**src/rtl/demux4_router.sv**
```systemverilog
// rtl/demux4_router.sv - 1-to-4 stream demultiplexer with per-channel FIFOs and a drop counter
module demux4_router #(
  parameter int DATA_W = 4,
  parameter int DEPTH  = 2
) (
  input  logic                       clk,
  input  logic                       rst_n,
  input  logic                       in_valid,
  output logic                       in_ready,
  input  logic [DATA_W-1:0]          in_data,
  input  logic [1:0]                 in_sel,
  output logic [3:0]                 out_valid,
  input  logic [3:0]                 out_ready,
  output logic [DATA_W-1:0]          out_a,
  output logic [DATA_W-1:0]          out_b,
  output logic [DATA_W-1:0]          out_c,
  output logic [DATA_W-1:0]          out_d,
  output logic [$clog2(DEPTH):0]     level_a,
  output logic [$clog2(DEPTH):0]     level_b,
  output logic [$clog2(DEPTH):0]     level_c,
  output logic [$clog2(DEPTH):0]     level_d,
  output logic [7:0]                 drop_cnt
);

  localparam int AW = $clog2(DEPTH);
  localparam int PW = AW + 1;

  logic [PW-1:0]     wr_ptr [4];
  logic [PW-1:0]     rd_ptr [4];
  logic [PW-1:0]     level  [4];
  logic [AW-1:0]     nxt_rd [4];
  logic [DATA_W-1:0] mem    [4][DEPTH];
  logic [DATA_W-1:0] head   [4];
  logic [3:0]        full;
  logic [3:0]        push;
  logic [3:0]        pop;

  always_comb begin
    for (int i = 0; i < 4; i++) begin
      level[i]     = wr_ptr[i] - rd_ptr[i];
      full[i]      = (wr_ptr[i][PW-1] != rd_ptr[i][PW-1]) &&
                     (wr_ptr[i][AW-1:0] == rd_ptr[i][AW-1:0]);
      out_valid[i] = (level[i] != '0);
      nxt_rd[i]    = rd_ptr[i][AW-1:0] + 1'b1;
    end
  end

  // Readiness ignores pops in the same cycle, so a full channel never bypasses.
  assign in_ready = rst_n & ~full[in_sel];

  always_comb begin
    for (int i = 0; i < 4; i++) begin
      push[i] = in_valid & in_ready & (in_sel == 2'(i));
      pop[i]  = rst_n & out_valid[i] & out_ready[i];
    end
  end

  always_ff @(posedge clk) begin
    if (!rst_n) begin
      for (int i = 0; i < 4; i++) begin
        wr_ptr[i] <= '0;
        rd_ptr[i] <= '0;
        head[i]   <= '0;
      end
      drop_cnt <= '0;
    end else begin
      for (int i = 0; i < 4; i++) begin
        if (push[i]) begin
          mem[i][wr_ptr[i][AW-1:0]] <= in_data;
          wr_ptr[i]                 <= wr_ptr[i] + 1'b1;
        end
        if (pop[i]) begin
          rd_ptr[i] <= rd_ptr[i] + 1'b1;
        end
        // The head register tracks the oldest entry; it is loaded from in_data
        // only when the pushed word becomes the new head.
        if (pop[i]) begin
          if (level[i] > PW'(1)) begin
            head[i] <= mem[i][nxt_rd[i]];
          end else if (push[i]) begin
            head[i] <= in_data;
          end
        end else if (push[i] && (level[i] == '0)) begin
          head[i] <= in_data;
        end
      end
      if (in_valid && !in_ready && (drop_cnt != 8'hFF)) begin
        drop_cnt <= drop_cnt + 8'd1;
      end
    end
  end

  assign out_a   = head[0];
  assign out_b   = head[1];
  assign out_c   = head[2];
  assign out_d   = head[3];
  assign level_a = level[0];
  assign level_b = level[1];
  assign level_c = level[2];
  assign level_d = level[3];

endmodule

```
**config.mk**
```make
export PLATFORM = sky130hd
export DESIGN_NAME = demux4_router
export DESIGN_NICKNAME = d
export VERILOG_FILES = /design/src/rtl/demux4_router.sv
export SDC_FILE = /design/constraint.sdc
export NUM_CORES = 1
export LEC_CHECK = 0
export CAP_MARGIN = 5
export CORE_MARGIN = 5
export CORE_UTILIZATION = 45
export CTS_BUF_LIST = sky130_fd_sc_hd__clkbuf_8
export CTS_CLUSTER_DIAMETER = 60
export DETAILED_ROUTE_END_ITERATION = 7
export GPL_TIMING_DRIVEN = 0
export PLACE_DENSITY = 0.68
export SETUP_SLACK_MARGIN = 0.05
export SYNTH_ARGS = -nofsm -noshare
export SYNTH_HDL_FRONTEND = slang
export SYNTH_SLANG_ARGS = --single-unit
```
**constraint.sdc**
```tcl
create_clock -name clk -period 4.7 [get_ports clk]
set_input_delay 0.94 -clock clk [delete_from_list [all_inputs] [get_ports clk]]
set_output_delay 0.94 -clock clk [all_outputs]
set_load 0.03 [all_outputs]
```
* Yosys cells after proc, flatten, opt, wreduce, memory -nomap -nowiden *
Memories as Yosys holds them, arrays and structs flattened.
Cells that the tools add are included.

word-level totals
  bits of input ports = 13
  memories kept = 4
  logic and storage cells = 249
  output and inout bits = 37
  bits in registers = 8
  RAM bits = 64

operators by class
  reductions and logical operators = 27
  equality and inequality tests = 12
  mux-type cells = 128
  add/subtract/negate cells = 17
  bitwise operators = 43
  $lt $le $gt $ge = 17

memories
  name    depth  width  rd ports  clocked after Yosys merged registers in  wr ports  line  text
  mem     4      8      4         0                                        1         32    logic [DATA_W-1:0] mem [4][DEPTH];
  head    4      4      4         0                                        4         33    logic [DATA_W-1:0] head [4];
  rd_ptr  4      2      4         0                                        4         29    logic [PW-1:0] rd_ptr [4];
  wr_ptr  4      2      4         0                                        4         28    logic [PW-1:0] wr_ptr [4];

operators with widths
  cell                 count
  $mux 4               28
  $mux 8               10
  $mux 1               74
  $reduce_or 8->1      3
  $mux 2               11
  $or 1x1->1           20
  $add 2x1->2 const B  8
  $demux 4 s1          4
  $ge 2x2->1 const B   8
  $not 1->2            8
  $and 1x1->1          14
  $logic_and 1x1->1    14
  $logic_not 2->1      5
  $add 8x1->8 const B  1
  $gt 2x1->1 const B   4
  $lt 2x1->1 const B   4
  $ne 8x8->1 const B   1
  $reduce_bool 2->1    4
  $sub 2x2->2          4
  $add 1x1->1 const B  4
  $eq 1x1->1           4
  $eq 2x2->1 const B   2
  $ne 1x1->1           4
  $lt 2x3->1 const B   1
  4 further kinds      4

* Logic depth before layout (Yosys ltp) *
  depth after elaboration = 15
  gate-level depth with buffers = 8
  gate-level depth less buffers = 7

* Worst setup path after synthesis *
No wires, ideal clock.

  path type = input to output
  start = in in_sel[0]
  end = out in_ready
  path buffers = 0
  slack = 1970 ps
  stages = 2
  data required time = 3760 ps
  data arrival time = 1790 ps
  cell sequence = or4_4 -> and4_1

on the way
  longest elaborated chain between the ends = 4

ends and longest elaborated chain
  element                       line  text
  start, declared               11    input logic [1:0] in_sel,
  $bmux 1 s2                    49    assign in_ready = rst_n & ~full[in_sel];
  $mux 1 (not written as such)  49
  $not 1->1                     49
  $and 1x1->1                   49
  end, declared                 9     output logic in_ready,

No other way between the ends. The select of a mux whose other input is x is not followed.

* Worst setup path in the final report *
Same ends and word-level chain as after synthesis.

==> impl_results.md <==
- Register bit total from synthesis: between 70 and 80
- Max Clock Skew: 4.98 ps
- Post-CTS sizing: 0
- Hold WC Path Type: flip-flop to flip-flop
- IO Port Bufs: 49
- Core area: 7330 um^2
- Final net count: 353
- GP Congestion: 0.800
- Crit path max fanout: 7
- P_leak: 1.54 nW
- Critical path capture point type: output port
- RSZ-0062 raised after global routing: false
- Reg-to-Reg Start: wr_ptr[1][0]
- Worst path cell trace: clkdlybuf4s50_1, inv_1, o41a_1, and4_1, clkdlybuf4s50_1
- Most used DFF post-synth: edfxtp_1
- Setup Buffers After CTS: 0
- CTS H-tree lvls: 3
- Hold-fix buffer count after cts: 0
- Syn Inst Count: between 200 and 300
- Residual DRC count: 0
- Worst vdd ir: 210 uV
- FF+latch area: 2080 um^2
- Final hold vios: 0
- Die Area: 9470 um^2
- Area of the multi-input gates: approximately 1200 um^2
- Status: completed
- IO Count: 50
- Seq/Total Area, Yosys: 60.7%
- Most frequent cells in the layout: 64 x edfxtp_1, 49 x clkdlybuf4s50_1, 36 x nor2_1, 20 x inv_1, 19 x nand2_1
- Final worst-path cycle share: 82.4%
- Final Setup Violations: 0
- Finished Layout Cells: around 440
- Warnings, synthesis: 0
- Cell Rows: 31
- Share of layout cells above drive strength 1: 10.6%
- Worst EP required: 3760 ps
- Max Cap Violations: 0
- Class of the most critical setup path: input port to output port
- Hold worst-path end: drop_cnt[1]
- Slew HR: 59.6%
- Total CTS buffers: 9
- Chip height: 97.3 um
- Overall Global Routing Usage: 14.5%
- RR Endpoint: head[0][1]
- Post-DRT Antenna Nets: 0
- Hold path start: drop_cnt[1]
- Root Driver: clkbuf_8
- Commonest non-fill, non-tap cell in the layout: edfxtp_1
- Buf/Inv on CP: 3
- Clk sinks: 72
- Pre-CTS setup slack: 819 ps
- Post-synthesis cell type count: 39
- Post-synth EDFFs: 64
- DP HPWL: between 4000 and 5000 um
- Post-synthesis average cell area: 12.5 um^2
- Via density per instance: slightly above 5
- DRT Wirelength: 6600 um
- Synth Net Count: 293
- Antenna cells: 0
- Final Max Slew Viols: 0
- Startpoint Class: input port
- P per Cell Area: 378 nW/um^2
- Clk slew on worst S/H paths: 70 ps
- Post-Syn Area: 3430 um^2
- DR iter-0 viols: 72
- Initial Util: 46.8%
- Maximum clock path buffer count: 2
- Die Wd: 97.3 um
- Worst-skew pair later-pin latency: 340 ps
- Drt first pass iters: 4
- Area Growth Syn to Fin: 24.0%
- Dpl cells: 423
- Slowest stage delay, CP: 610 ps
- CTS tree: done
- Peak Freq: 258 MHz
- Final worst slack: between 800 and 900 ps
- CP max stage cell: clkdlybuf4s50_1
- Fillers: 606
- Initial antenna violation count: 0
- Worst slew pin tran: 606 ps
- R2R setup slack: 2270 ps
- First-pass GRT wire length: 10900 um
- Async S/R FF share, synth: 0%
- Min Tclk post-route: 3870 ps
- Largest net degree at the start of global routing: 13
- Most frequent cell on the critical path: clkdlybuf4s50_1
- Vias: 2233
- Setup TNS: 0 ps
- Routed wire length per instance: about 15 um
- R2R depth: 7
- Hold path depth: 2
- Vias in the first global route: 2202
- GRT overflow: 0
- CP arrival: 2930 ps
- Largest delay share family, worst path: buffers and inverters
worst reg2reg max path, stage by stage, from the launching register on:
cell	delay, ps
edfxtp_1	420
inv_1	80
ha_1	330
inv_1	100
o41a_1	520
and3_1	220
o221ai_2	290
nand2_1	180
cell families (layout without fill, tap and decap cells):
kind of cell / count (synthesis) / after routing / synth area share [%]
DFF: 72 / 72 / 60.7
muxes: 15 / 15 / 4.38
and+or+nand+nor: 93 / 93 / 13.0
adders and majority gates: 5 / 5 / 1.82
buffers and inverters: 31 / 95 / 3.90
AOI/OAI and AO/OA: 42 / 42 / 11.2
xor gates and xnor gates: 17 / 17 / 5.00
power breakdown:
| part | internal [mW] | total [mW] | leakage (nW) | switching (mW) |
|---|---|---|---|---|
| clock network | 0.294 | 0.514 | 0.103 | 0.220 |
| logic | 0.134 | 0.340 | 0.749 | 0.206 |
| registers | 0.735 | 0.752 | 0.689 | 0.0169 |
| total | 1.16 | 1.61 | 1.54 | 0.443 |
area by class of cell:
class	instances	area share [%]
plain buffers	11	1.38
repair buffers	49	11.5
clock inverters	6	2.00
inverters	20	1.77
well taps	99	2.91
clock buffers	9	2.91
multi-input cells	172	28.5
flip-flops and latches	72	49.0
metrics by stage:
stage / utilization (%) / hold slack [ps] / instance area, um^2 / power (mW)
2_1_floorplan: - / 563 / 3430 / 0.978
3_3_place_gp: 55.2 / 471 / 4040 / 1.10
3_5_place_dp: 55.2 / 481 / 4040 / 1.11
4_1_cts: 58.0 / 491 / 4250 / 1.62
5_1_grt: 58.0 / 521 / 4250 / 1.67
6_report: 58.0 / 493 / 4250 / 1.61
Yosys cell counts (2+ instances only):
cell type	n	area [um^2]
edfxtp_1	64	1920
a211o_1	3	26.3
a211oi_2	12	150
buf_6	2	22.5
buf_2	2	10.0
o22ai_1	4	25.0
and4_1	2	17.5
nand2b_1	4	25.0
nor2b_1	6	37.5
o21ai_0	4	20.0
buf_1	5	18.8
a211oi_1	4	30.0
mux2i_1	15	150
nand2_1	19	71.3
or3b_1	2	17.5
inv_1	20	75.1
nor2_1	36	135
clkbuf_1	2	7.51
dfxtp_1	8	160
ha_1	5	62.6
a21o_1	3	22.5
nand4_1	5	31.3
a21oi_1	6	30.0
xnor2_1	11	96.3
and3_1	2	12.5
xor2_1	4	35.0
nand3_1	13	65.1
how the worst max path moves through the flow:
| stage | from | to | slack [ps] | cells after the start |
|---|---|---|---|---|
| floorplan | in_sel[0] | in_ready | 1970 | 2 |
| global placement | in_sel[0] | in_ready | 850 | 5 |
| detailed placement | in_sel[0] | in_ready | 820 | 5 |
| CTS | in_sel[0] | in_ready | 810 | 5 |
| global route | in_sel[0] | in_ready | 730 | 5 |
| finish | in_sel[0] | in_ready | 830 | 5 |
metal layers:
layer | global-route usage, % | routed length (um) | vias to the layer above
met5 | 0 | 0 | -
met4 | 6.07 | 99 | 0
met3 | 3.37 | 273 | 9
met2 | 24.2 | 3230 | 52
met1 | 18.0 | 3000 | 1052
li1 | - | - | 1120
registers in the layout, indices dropped and copies added, names as in the netlist:
name	count
drop_cnt	8
mem	32
head	16
wr_ptr	8
rd_ptr	8
No activity file was read; power rests on OpenSTA's default activity.
